<file path="src/rtl/pipe_pkg.sv">
// Shared definitions for the pipeline skid-register slice.
//   pipe_occ_t       : occupancy of a stage register (empty / main only / main + skid)
//   PIPE_DEF_WIDTH   : default stage bundle width
//   PIPE_STALL_CNT_W : width of the optional stall counter
package pipe_pkg;

    typedef enum logic [1:0] {
        OCC_EMPTY = 2'd0,
        OCC_HALF  = 2'd1,
        OCC_FULL  = 2'd2
    } pipe_occ_t;

    localparam int PIPE_DEF_WIDTH   = 32;
    localparam int PIPE_STALL_CNT_W = 32;

endpackage

</file>
<file path="src/rtl/pipe_data_reg.sv">
// Plain data register with a synchronous active-low reset to RST_VAL and a load enable.
// Ports:
//   clk    : clock
//   rst    : synchronous reset, active-low
//   i_load : capture i_d on this edge
//   i_d    : data in
//   o_q    : registered data
module pipe_data_reg
    import pipe_pkg::*;
#(
    parameter int               WIDTH   = PIPE_DEF_WIDTH,
    parameter logic [WIDTH-1:0] RST_VAL = {WIDTH{1'b0}}
) (
    input  logic             clk,
    input  logic             rst,
    input  logic             i_load,
    input  logic [WIDTH-1:0] i_d,
    output logic [WIDTH-1:0] o_q
);

    logic [WIDTH-1:0] r_q;

    always_ff @(posedge clk) begin
        if (!rst) begin
            r_q <= RST_VAL;
        end else if (i_load) begin
            r_q <= i_d;
        end
    end

    assign o_q = r_q;

endmodule

</file>
<file path="src/rtl/pipe_skid_reg.sv">
// Pipeline-stage register with valid/ready handshake and a one-entry skid buffer,
// so in_ready is a flop with no combinational path from out_ready and the stage
// still sustains one transfer per cycle. Supports a synchronous flush (squash).
//
// Optional build macro: PIPE_SKID_STALL_CNT_EN adds the stall_cnt output, a
// saturating count of cycles with out_valid=1 and out_ready=0 (cleared by reset only).
//
// Ports:
//   clk        : clock
//   rst        : synchronous reset, active-low
//   flush      : squash all held entries
//   in_valid   : upstream presents in_d
//   in_ready   : stage can accept (registered)
//   in_d       : upstream data
//   out_valid  : out_d holds a valid entry
//   out_ready  : downstream accepts out_d
//   out_d      : main register contents
//   stall_cnt  : (macro only) stall cycle counter
//
// State table:
//   state     | meaning
//   OCC_EMPTY | nothing held, out_valid=0, in_ready=1
//   OCC_HALF  | main holds an entry, skid empty, in_ready=1
//   OCC_FULL  | main and skid both hold entries, in_ready=0
module pipe_skid_reg
    import pipe_pkg::*;
#(
    parameter int               WIDTH   = PIPE_DEF_WIDTH,
    parameter logic [WIDTH-1:0] RST_VAL = {WIDTH{1'b0}}
) (
    input  logic             clk,
    input  logic             rst,
    input  logic             flush,
    input  logic             in_valid,
    output logic             in_ready,
    input  logic [WIDTH-1:0] in_d,
    output logic             out_valid,
    input  logic             out_ready,
    output logic [WIDTH-1:0] out_d
`ifdef PIPE_SKID_STALL_CNT_EN
    ,
    output logic [PIPE_STALL_CNT_W-1:0] stall_cnt
`endif
);

    pipe_occ_t        r_state;
    pipe_occ_t        w_state_nxt;
    logic             r_in_ready;
    logic             r_out_valid;
    logic             w_push;
    logic             w_pop;
    logic             w_main_load;
    logic             w_skid_load;
    logic [WIDTH-1:0] w_main_d;
    logic [WIDTH-1:0] w_skid_q;

    assign w_push = in_valid & r_in_ready;
    assign w_pop  = r_out_valid & out_ready;

    always_comb begin
        w_state_nxt = r_state;
        w_main_load = 1'b0;
        w_skid_load = 1'b0;
        if (flush) begin
            // Data registers keep their (now meaningless) contents.
            w_state_nxt = OCC_EMPTY;
        end else begin
            case (r_state)
                OCC_EMPTY: begin
                    if (w_push) begin
                        w_state_nxt = OCC_HALF;
                        w_main_load = 1'b1;
                    end
                end
                OCC_HALF: begin
                    if (w_push && w_pop) begin
                        w_main_load = 1'b1;
                    end else if (w_push) begin
                        w_state_nxt = OCC_FULL;
                        w_skid_load = 1'b1;
                    end else if (w_pop) begin
                        w_state_nxt = OCC_EMPTY;
                    end
                end
                OCC_FULL: begin
                    if (w_pop) begin
                        w_state_nxt = OCC_HALF;
                        w_main_load = 1'b1;
                    end
                end
                default: begin
                    w_state_nxt = OCC_EMPTY;
                end
            endcase
        end
    end

    // In FULL the main register refills from the skid; otherwise straight from upstream.
    assign w_main_d = (r_state == OCC_FULL) ? w_skid_q : in_d;

    always_ff @(posedge clk) begin
        if (!rst) begin
            r_state     <= OCC_EMPTY;
            r_in_ready  <= 1'b1;
            r_out_valid <= 1'b0;
        end else begin
            r_state     <= w_state_nxt;
            r_in_ready  <= (w_state_nxt != OCC_FULL);
            r_out_valid <= (w_state_nxt != OCC_EMPTY);
        end
    end

    pipe_data_reg #(
        .WIDTH   (WIDTH),
        .RST_VAL (RST_VAL)
    ) u_main (
        .clk    (clk),
        .rst    (rst),
        .i_load (w_main_load),
        .i_d    (w_main_d),
        .o_q    (out_d)
    );

    pipe_data_reg #(
        .WIDTH   (WIDTH),
        .RST_VAL (RST_VAL)
    ) u_skid (
        .clk    (clk),
        .rst    (rst),
        .i_load (w_skid_load),
        .i_d    (in_d),
        .o_q    (w_skid_q)
    );

    assign in_ready  = r_in_ready;
    assign out_valid = r_out_valid;

`ifdef PIPE_SKID_STALL_CNT_EN
    logic [PIPE_STALL_CNT_W-1:0] r_stall_cnt;

    always_ff @(posedge clk) begin
        if (!rst) begin
            r_stall_cnt <= '0;
        end else if (r_out_valid && !out_ready && (r_stall_cnt != {PIPE_STALL_CNT_W{1'b1}})) begin
            r_stall_cnt <= r_stall_cnt + 1'b1;
        end
    end

    assign stall_cnt = r_stall_cnt;
`endif

endmodule

</file>
<file path="config.mk">
export PLATFORM = sky130hd
export DESIGN_NAME = pipe_skid_reg
export DESIGN_NICKNAME = d
export VERILOG_FILES = /design/src/rtl/pipe_pkg.sv /design/src/rtl/pipe_data_reg.sv /design/src/rtl/pipe_skid_reg.sv
export SDC_FILE = /design/constraint.sdc
export NUM_CORES = 1
export LEC_CHECK = 0
export BUFFER_PORTS_ARGS = -buffer_cell sky130_fd_sc_hd__buf_2
export CORE_MARGIN = 1.5
export CORE_UTILIZATION = 52
export DETAILED_ROUTE_END_ITERATION = 12
export GPL_TIMING_DRIVEN = 0
export HOLD_SLACK_MARGIN = 0.03
export PLACE_DENSITY = 0.78
export REMOVE_ABC_BUFFERS = 1
export SETUP_SLACK_MARGIN = 0.05
export SLEW_MARGIN = 20
export SYNTH_ARGS = -nofsm -noshare
export SYNTH_HDL_FRONTEND = slang
export SYNTH_SLANG_ARGS = --single-unit
</file>
<file path="constraint.sdc">
create_clock -name clk -period 2 [get_ports clk]
set_input_delay 0 -clock clk [delete_from_list [all_inputs] [get_ports clk]]
set_output_delay 0 -clock clk [all_outputs]
set_load 0.01 [all_outputs]
</file>
* Yosys cells after proc, flatten, opt, wreduce, memory -nomap -nowiden *
Index checks and enable logic that the tools add are counted.
Widths: inputs -> output; s select.

operators by class
  equality and inequality tests = 3
  bitwise operators = 2
  reductions and logical operators = 3
  muxes and demuxes = 16

operator list
  operator            number
  $mux 32             1
  $mux 2              6
  $mux 1              7
  $pmux 2 s3          1
  $pmux 1 s3          1
  $and 1x1->1         2
  $eq 2x1->1 const B  1
  $eq 2x2->1 const B  1
  $logic_not 2->1     1
  $ne 2x2->1 const B  1
  $reduce_bool 2->1   1
  $logic_and 1x1->1   1

storage, ports and cells
  output and inout port bits = 34
  input port bits = 37
  bits in registers = 68
  word-level logic and storage cells = 29

* Depth between registers and ports, before layout *
Gate-level depths: netlist of run 1.

  depth in word-level cells = 7
  depth in mapped cells = 6
  depth with buffers taken out = 4

* Hierarchy *
From an unflattened synthesis of run 1, not the netlist that was laid out.

second synthesis, totals
  cells, all modules = 264
  area total of the unflattened synthesis = 3221.8 um^2

by module, submodules not included
  module         area an instance (um^2)  times used  seq. area each (um^2)  cells an instance
  pipe_data_reg  1243.7                   2           640.6                  103
  pipe_skid_reg  734.5                    1           80.1                   58

* Worst setup path after synthesis of run 1 *
Ideal clock, no wire load.

  path type = reg2reg
  start point = register r_state[0]
  end point = register u_main.r_q[11], in the netlist u_main.o_q[11]
  period minus slack after synthesis = 1.543 ns
  data arrival time = 1.397 ns
  path buffers = 2
  library setup time = 0.146 ns
  cell stages (with the launch flop) = 6
  setup slack = 0.457 ns
  required time = 1.854 ns
  cell sequence = dfxtp_1 nand2b_1 buf_2 a211oi_4 buf_4 a211oi_2

on the way
  cells in the longest elaborated chain, start to end = 3
  elaborated cells on any way between the ends = 6
  those cells by class = eq/ne (2); mux (3); reduce/logical (1)

RTL lines
  element                                   RTL line                                  RTL
  from (decl)                               pipe_skid_reg.sv:46                       pipe_occ_t r_state;
  from (signal assigned)                    pipe_skid_reg.sv:107                      r_state <= w_state_nxt;
  $eq 2x2->1, or another cell as far along  pipe_skid_reg.sv:68, pipe_skid_reg.sv:99
  $pmux 1 s3                                pipe_skid_reg.sv:68                       case (r_state)
  $mux 1                                    pipe_skid_reg.sv:64                       if (flush) begin
  to (signal assigned)                      pipe_data_reg.sv:27                       r_q <= i_d;
  to (decl)                                 pipe_data_reg.sv:21                       logic [WIDTH-1:0] r_q;

Parallel ways exist; a longest one is shown, timed or not.
A chain may end at the register's enable or synchronous reset.

* Worst setup path in the final report of run 1 *
  start point = register r_state[1]
  end point = register u_main.r_q[8], in the netlist u_main.o_q[8]

Same word-level chain as after synthesis.

==> results of run 1 <==
-- layer usage --
layer	up-vias	global-route usage, %	part of all wire (%)
met5	-	0	0
li1	1258	-	-
met3	10	6.667	4.5
met2	68	40.00	51
met4	0	10.36	1.6
met1	1205	26.21	43
-- flip-flops by register name (all words and copies together) (netlist names) --
signal / cells
in_ready: 1
out_valid: 1
r_state: 2
u_main.o_q: 32
u_skid.o_q: 32
-- cells in the final DEF (no fill, tap or decap), types with 4 or more instances in the layout --
master         Yosys  routed
buf_4              3      12
a21oi_1           34      34
buf_2              7      70
clkbuf_8           0      10
clkinv_2           0       4
a211oi_1           5       5
mux2i_1           32      32
nand2_1           66      66
a211oi_2          28      28
nor2_1            33      33
dlygate4sd3_1      0      34
dfxtp_1           68      68
-- cell families (layout without fill, tap and decap cells) --
group / Yosys count / after routing
AOI/OAI and AO/OA: 71 / 71
muxes: 32 / 32
xor gates and xnor gates: 1 / 1
and+or+nand+nor: 104 / 104
buffers and inverters: 27 / 142
DFF: 68 / 68
-- stage by stage --
step | hold slack [ns] | total power, mW | TNS (ns) | std cells | util (%)
3_3_place_gp | 0.2507 | 1.878 | -182.30 | 418 | 60.48
5_1_grt | 0.05115 | 3.060 | 0 | 488 | 75.36
6_report | 0.04927 | 2.928 | 0 | 488 | 75.36
4_1_cts | 0.03050 | 2.934 | 0 | 482 | 74.50
3_5_place_dp | 0.2576 | 1.919 | -13.00 | 426 | 63.53
2_1_floorplan | 0.1360 | 1.743 | -97.23 | 278 | -
-- worst max-delay path, stage by stage, from the launching register on --
cell	delay [ns]
dfxtp_1	0.49
a2bb2oi_1	0.50
a211oi_4	0.09
buf_8	0.17
buf_8	0.15
buf_8	0.15
nor2_1	0.11
a211oi_2	0.06
-- power breakdown --
group,switching [mW],leakage (nW),total (mW),internal [mW]
Combinational,0.260,1.14,0.508,0.248
Sequential,0.0391,0.554,1.46,1.42
Clock,0.482,0.0889,0.957,0.475
-- worst paths after layout --
kind	cells past startpoint	slack, ns	start	end
min	3	0.05	flush	in_ready
max reg2reg	7	0.15	r_state[1]	u_main.o_q[8]
min reg2reg	2	0.46	u_skid.o_q[26]	u_skid.o_q[26]
max	7	0.15	r_state[1]	u_main.o_q[8]
-- area by class of cell --
class                           instances  area share, %
Multi-Input combinational cell        208          35.18
Sequential cell                        68          34.71
Timing Repair Buffer                  124          23.32
Clock buffer                           11          3.604
Tap cell                               70          2.233
Clock inverter                          5         0.7018
Inverter                                2         0.2552
-- timing repair --
item,CTS,global route
hold buffers,34,0
hold endpoints to repair,38,0
setup buffers,6,6
pin swaps,2,1
gates resized for setup,2,0
endpoints found under the setup margin,64,8
==> results by group, run 1 <==
Floorplan
  – Starting Density: 54.69%
  – Rows: 26
  – Die width: 76.99 um
  – DIE AREA: 5927 um2
  – Die Ht: 76.99 um
  – Ports: 71
  – Core Box Area: 5205 um2

Synthesis
  – Yosys top cell area share: 47.82%
  – Seq/Total Area, Yosys: 47.82%
  – Yosys reg bits: 68
  – Top-count cell post-synth: dfxtp_1
  – Number of synthesized flops with an enable pin: 0
  – Largest family of logic cells by synthesized area: compound AO/OA/AOI/OAI gates
  – Post-Synth Adder-Cell Area: 0%
  – Post-Syn Area per Cell: 9.394 um2
  – Synth cell types: 22
  – Cell Area, Synth: 2846 um2
  – Asr flop ratio synth: 0%
  – Simple-Gate Fraction of Synth Area: 14.46%
  – Largest cells by area after synthesis: dfxtp_1 48%, a211oi_2 12%, mux2i_1 11%
  – Xor/xnor share of the synthesized area: 0.3077%
  – Ys flop type: dfxtp_1
  – Compound-cell area share of the yosys netlist: 21.10%
  – Mux contribution to synthesized area: 11.25%
  – Cell taking the most area after synthesis: dfxtp_1
  – Syn Inst Count: 303
  – Post-synth top cells: 68 x dfxtp_1, 66 x nand2_1, 34 x a21oi_1
  – Synthesis warning total: 0

Hold path
  – Min-Delay Path Class: in -> reg

Placed design
  – Dpl hpwl: 4100 um
  – Dpl cell area: 3307 um2
  – Post-Place Worst Slack: -0.4945 ns
  – RD Place Congestion: 0.8084
  – Buffers on Ports: 70

Global routing
  – Largest net degree at the start of global routing: 63
  – GRT Total Usage: 23.08%
  – Overflow after GRT: 0
  – Vias in the first global route: 2446
  – First-pass GRT wire length: 10840 um
  – Initial antenna violation count: 0

STA
  – Setup WS post-layout: 0.1495 ns
  – Worst Clk Skew: 0.006361 ns
  – Unrepaired setup endpoints after global routing: no
  – Final count of hold timing violations: 0
  – Final setup viols: 0
  – Slew Limit Fails: 0
  – Fmax: 540.4 MHz
  – Worst slew pin tran: 0.5340 ns
  – Final worst-path cycle share: 92.53%
  – Crit path time final: 1.851 ns
  – Slew margin rel.: 64.32%

CTS
  – CTS buffer count: 9
  – Clk Latency, worst-skew pair: 0.33 ns
  – CTS Sinks: 68
  – Clk slew on worst S/H paths: 0.06 ns
  – CTS tree: done
  – CTS max path bufs: 2
  – CTS HTree Levels: 3
  – CTS root buf: clkbuf_8

Route
  – Routed Antenna Nets: 0
  – DRC errors left: 0
  – Vias: 2541
  – Initial DRC Count: 154
  – Detailed Routing Iterations Pass 1: 4
  – Per-cell routed wire length: 14.03 um
  – Vias per Instance: 5.207
  – Final wirelength: 6849 um

Final layout
  – FILL cells: 362
  – Final Cell Area: 3923 um2
  – Share of layout cells above drive strength 1: 33.01%
  – Layout net count: 450
  – ANT cells: 0
  – Reg area: 1361 um2
  – P&R area growth vs syn: 37.80%
  – Multi-input gate area: 1380 um2

Outcome
  – Status: complete, no violations

Setup path
  – Max FO, Critical Path: 14
  – Startpoint types: flop
  – CP arrival: 2.06 ns
  – Critical path required time: 2.20 ns
  – Worst setup EP type: flop
  – Crit Path Category: reg -> reg

Pwr
  – Worst vdd ir: 534.4 uV
  – Static Leak: 1.779 nW
  – Pwr Density: 746.5 nW/um2

Run
  – Maxcap violations: 0
Note: power is estimated with default switching activity, not from simulation.
==> run 2: changes to the inputs <==
- REMOVE_ABC_BUFFERS: 1 -> not set
==> results by group, run 2 (synthesized netlist as in run 1, its figures left out) <==
Outcome
  – Status: complete, no violations

Final layout
  – Reg area: 1361 um2 (unchanged)
  – Final Non-Filler Cells: 495 (+1.4%)
  – Share of layout cells above drive strength 1: 30.12% (-2.9 points)
  – Multi-input gate area: 1341 um2 (-2.8%)
  – P&R area growth vs syn: 35.69%
  – Most frequent cells in the layout: 77 x buf_2, 68 x dfxtp_1, 66 x nand2_1
  – Most common cell after layout, fill and taps aside: buf_2
  – Final Cell Area: 3862 um2 (-1.5%)
  – Layout net count: 457 (+1.6%)
  – ANT cells: 0 (unchanged)
  – FILL cells: 380 (+5.0%)

Pwr
  – Pwr Density: 819.4 nW/um2 (+9.8%)
  – Comb pwr share: 15.0% (-2.3 points)
  – Sw Ratio: 24.82% (-1.9 points)
  – Static Leak: 1.749 nW (-1.7%)
  – Seq pwr share: 46.1% (-3.9 points)
  – Internal power: 2.380 mW (+11%)
  – Net switching power figure: 0.7854 mW (+0.55%)
  – Pwr Total: 3.165 mW (+8.1%)
  – Worst vdd ir: 518.5 uV (-3.0%)
  – Clock network fraction of design power: 38.9% (+6.2 points)

STA
  – Unrepaired setup endpoints after global routing: yes
  – Final count of hold timing violations: 0 (unchanged)
  – Worst slew pin tran: 0.7109 ns (+0.1769 ns)
  – Slew Limit Fails: 0 (unchanged)
  – Worst Clk Skew: 0.006377 ns (+0.00001640 ns)
  – Slew margin rel.: 52.61% (-12 points)
  – Final worst-path cycle share: 89.85% (-2.7 points)
  – Final Hold Slack: 0.04383 ns (-0.005438 ns)
  – Fmax: 556.5 MHz (+3.0%)
  – Crit path time final: 1.797 ns (-0.05362 ns)
  – Final setup viols: 0 (unchanged)
  – Setup TNS: 0 ns (unchanged)

Global routing
  – First-pass GRT wire length: 10700 um (-1.3%)
  – Vias in the first global route: 2410 (-1.5%)
  – Overflow after GRT: 0 (unchanged)
  – GRT Total Usage: 22.71% (-0.37 points)
  – Largest net degree at the start of global routing: 12 (-81%)
  – Initial antenna violation count: 0 (unchanged)

CTS
  – CTS root buf: clkbuf_8
  – CTS tree: done
  – CTS max path bufs: 2 (unchanged)
  – CTS buffer count: 9 (unchanged)
  – CTS HTree Levels: 3 (unchanged)
  – Clk Latency, worst-skew pair: 0.34 ns (about the same)
  – Clk slew on worst S/H paths: 0.07 ns (about the same)
  – CTS Sinks: 68 (unchanged)

Route
  – Final wirelength: 6439 um (-6.0%)
  – Per-cell routed wire length: 13.01 um (-7.3%)
  – Initial DRC Count: 119 (-23%)
  – Detailed Routing Iterations Pass 1: 4 (unchanged)
  – Vias: 2466 (-3.0%)
  – DRC errors left: 0 (unchanged)
  – Vias per Instance: 4.982 (-4.3%)
  – Routed Antenna Nets: 0 (unchanged)

Floorplan
  – DIE AREA: 5927 um2 (unchanged)
  – Rows: 26 (unchanged)
  – Die Ht: 76.99 um (unchanged)
  – Ports: 71 (unchanged)
  – Die width: 76.99 um (unchanged)
  – Core Box Area: 5205 um2 (unchanged)
  – Starting Density: 54.69% (unchanged)

Setup path
  – CP arrival: 2.05 ns (about the same)
  – R2R depth: 6 (-1)
  – Critical path required time: 2.25 ns (+0.05 ns)
  – Startpoint types: flop
  – Worst setup EP type: flop
  – Max FO, Critical Path: 10 (-4)
  – Crit Path Category: reg -> reg

Hold path
  – Worst Hold Depth: 4 (+1)
  – Min-Delay Path Class: in -> reg

Placed design
  – Dpl cell area: 3284 um2 (-0.68%)
  – Cell count after placement: 443 (+4.0%)
  – Dpl hpwl: 4242 um (+3.5%)
  – Buffers on Ports: 70 (unchanged)
  – RD Place Congestion: 0.7570 (-6.4%)

Run
  – Maxcap violations: 0 (unchanged)

Synthesis
  – Syn nets: 340
run 2: area by class of cell:
class	instances	area share, %
sequential	68	35.24
clock buffer	11	3.661
clock inverter	5	1.944
tap	70	2.268
multi-input combinational	208	34.73
inverter	2	0.1944
buffer	25	3.563
timing repair buffer	106	18.40
run 2: what timing repair did:
item                                    4_1_cts  5_1_grt
gates resized for setup                       0        2
endpoints found under the hold margin        37        0
hold buffers                                 36        0
endpoints found under the setup margin        0        1
setup buffers                                 0        0
run 2: stage by stage:
stage / utilization (%) / setup slack (ns)
floorplan: - / 0.4569
global placement: 63.10 / 0.2428
detailed placement: 63.10 / 0.2101
CTS: 74.18 / 0.1595
global route: 74.21 / 0.06179
finish: 74.21 / 0.2031
run 2: path summary, 6_finish.rpt:
check,slack [ns],endpoint,startpoint
worst max-delay path,0.20,u_main.o_q[13],r_state[0]
worst min-delay path,0.04,r_state[0],rst
worst max register to register,0.20,u_main.o_q[13],r_state[0]
worst min register to register,0.46,u_skid.o_q[22],u_skid.o_q[22]
run 2: critical path: stages, from the launching register on:
cell      delay, ns
dfxtp_1        0.37
nand2b_1       0.16
buf_2          0.17
a211oi_4       0.53
buf_6          0.22
nor2_1         0.06
a211oi_2       0.20
run 2: power by group through the flow:
stage	clock, mW	combinational, mW	sequential, mW
after floorplan	0	0.244	1.52
after global placement	0	0.415	1.49
after detailed placement	0	0.423	1.49
after CTS	1.25	0.479	1.46
after global routing	1.31	0.520	1.47
final	1.23	0.475	1.46
run 2: routing by layer:
layer  track usage [%]  up-vias  part of all wire [%]
li1                  -     1273                     -
met1             28.70     1121                    47
met2             37.35       63                    48
met3             4.048        9                   4.2
met4             11.09        0                   1.4
met5                 0        -                     0
==> run 3: changes to the inputs <==
- CORE_UTILIZATION: 52 -> 55
- PLACE_DENSITY: 0.78 -> 0.82
- clock period: 2 -> 2.1 ns (I/O delays scaled with it)
==> results by group, run 3 (synthesized netlist as in run 1, its figures left out) <==
Pwr
  – Pwr Total: 2.890 mW (-8.7%)
  – Worst vdd ir: 495.2 uV (-4.5%)
  – Static Leak: 1.725 nW (-1.4%)
  – Pwr Density: 753.3 nW/um2 (-8.1%)

STA
  – Slew margin rel.: 51.51% (-1.1 points)
  – Crit path time final: 1.856 ns (+0.05934 ns)
  – Setup WS post-layout: 0.2438 ns (+0.04066 ns)
  – Final setup viols: 0 (unchanged)
  – Fmax: 538.7 MHz (-3.2%)
  – Setup TNS: 0 ns (unchanged)
  – Unrepaired setup endpoints after global routing: no
  – Worst slew pin tran: 0.7274 ns (+0.01650 ns)
  – Final count of hold timing violations: 0 (unchanged)
  – Worst Clk Skew: 0.005553 ns (-0.0008244 ns)
  – Final worst-path cycle share: 88.39% (-1.5 points)
  – Slew Limit Fails: 0 (unchanged)

Setup path
  – CP arrival: 2.12 ns (+0.07 ns)
  – R2R depth: 6 (unchanged)
  – Critical path required time: 2.37 ns (+0.12 ns)
  – Largest stage delay, worst path: 0.45 ns (-0.08 ns)
  – Worst setup EP type: flop
  – Max FO, Critical Path: 10 (unchanged)
  – Critical Path, Cell by Cell: nand3b_1, nand4bb_1, clkbuf_1, clkbuf_1, nand2_1, a21oi_1
  – CP dominant cell by count: clkbuf_1
  – Critical path's slowest cell: dfxtp_1
  – Startpoint types: flop
  – Crit Path Category: reg -> reg

Floorplan
  – Rows: 26 (unchanged)
  – Die Ht: 74.94 um (-2.7%)
  – Starting Density: 56.45% (+1.8 points)
  – DIE AREA: 5616 um2 (-5.2%)
  – Ports: 71 (unchanged)
  – Core Box Area: 5042 um2 (-3.1%)
  – Die width: 74.94 um (-2.7%)

Final layout
  – Most common cell after layout, fill and taps aside: buf_2
  – Final Non-Filler Cells: 495 (unchanged)
  – P&R area growth vs syn: 34.77%
  – Most frequent cells in the layout: 77 x buf_2, 68 x dfxtp_1, 66 x nand2_1
  – ANT cells: 0 (unchanged)
  – Share of layout cells above drive strength 1: 30.12% (unchanged)
  – Layout net count: 457 (unchanged)

Hold path
  – Worst Hold Depth: 4 (unchanged)
  – Min-Delay Path Class: in -> reg

CTS
  – Post-CTS setup buffers: 0 (unchanged)
  – Clk slew on worst S/H paths: 0.07 ns (about the same)
  – CTS HTree Levels: 3 (unchanged)
  – CTS buffer count: 9 (unchanged)
  – CTS Sinks: 68 (unchanged)
  – CTS tree: done
  – Clk Latency, worst-skew pair: 0.35 ns (about the same)
  – CTS root buf: clkbuf_8
  – CTS max path bufs: 2 (unchanged)

Outcome
  – Status: complete, no violations

Route
  – Detailed Routing Iterations Pass 1: 4 (unchanged)
  – Per-cell routed wire length: 13.53 um (+4.0%)
  – Final wirelength: 6699 um (+4.0%)
  – Vias: 2513 (+1.9%)
  – Vias per Instance: 5.077 (+1.9%)
  – Routed Antenna Nets: 0 (unchanged)
  – DRC errors left: 0 (unchanged)
  – Initial DRC Count: 120 (+0.84%)

Placed design
  – Post-Place Worst Slack: 0.3025 ns (+0.09247 ns)
  – Cell count after placement: 443 (unchanged)
  – Buffers on Ports: 70 (unchanged)
  – Dpl hpwl: 4302 um (+1.4%)
  – RD Place Congestion: 0.7846 (+3.6%)

Global routing
  – Largest net degree at the start of global routing: 13 (+1)
  – GRT Total Usage: 24.73% (+2.0 points)
  – Overflow after GRT: 0 (unchanged)
  – First-pass GRT wire length: 10320 um (-3.5%)
  – Vias in the first global route: 2382 (-1.2%)
  – Initial antenna violation count: 0 (unchanged)

Synthesis
  – Syn nets: 340 (unchanged)

Run
  – Maxcap violations: 0 (unchanged)
[run 3: changes by cell type in the layout (fill, tap and decap cells not counted)]
cell	delta
bufinv_16	-1
clkbuf_8	-1
clkinvlp_4	+3
clkbuf_2	-1
[run 3: layout make-up]
| cell class | count | area, um2 |
|---|---|---|
| plain buffers | 25 | 136.4 |
| clock buffers | 9 | 123.9 |
| clock inverters | 7 | 67.56 |
| fillers | 342 | 1206 |
| inverters | 2 | 7.507 |
| multi-input cells | 208 | 1341 |
| flip-flops and latches | 68 | 1361 |
| well taps | 70 | 87.58 |
| repair buffers | 106 | 710.7 |
[run 3: final timing paths]
kind,from,endpoint,slack (ns)
setup reg to reg,r_state[1],u_skid.o_q[24],0.24
hold / removal,rst,r_state[0],0.05
setup / recovery,r_state[1],u_skid.o_q[24],0.24
hold reg to reg,u_skid.o_q[22],u_skid.o_q[22],0.46
[run 3: metrics by stage]
| step | instance area (um2) | hold slack, ns | util, % |
|---|---|---|---|
| after detailed placement | 3284 | 0.2575 | 65.14 |
| after global routing | 3836 | 0.08035 | 76.08 |
| after floorplan | 2846 | 0.1360 | - |
| final | 3836 | 0.04940 | 76.08 |
| after global placement | 3284 | 0.2516 | 65.14 |
| after CTS | 3836 | 0.04140 | 76.08 |
[run 3: metal layers]
| layer | share of wire [%] | track usage, % | vias to the layer above |
|---|---|---|---|
| met1 | 44 | 28.81 | 1171 |
| met4 | 1.4 | 11.31 | 0 |
| met3 | 3.6 | 4.953 | 11 |
| li1 | - | - | 1272 |
| met2 | 51 | 43.66 | 59 |
| met5 | 0 | 0 | - |
[run 3: critical path, delay by kind of cell (launching register included)]
family                 cells  cell delay (ns)
buffers and inverters      2             0.59
and+or+nand+nor            3             0.54
DFF                        1             0.45
AOI/OAI and AO/OA          1             0.20
[run 3: power by group]
group / total (mW) / switching, mW / internal [mW]
Clock: 1.04 / 0.502 / 0.541
Combinational: 0.454 / 0.240 / 0.215
Sequential: 1.39 / 0.0366 / 1.36
Total: 2.89 / 0.778 / 2.11
[run 3: what timing repair did]
item | 4_1_cts | 5_1_grt
resized for setup | 0 | 0
hold buffers | 36 | 0
endpoints found under the hold margin | 39 | 0
endpoints found under the setup margin | 0 | 0
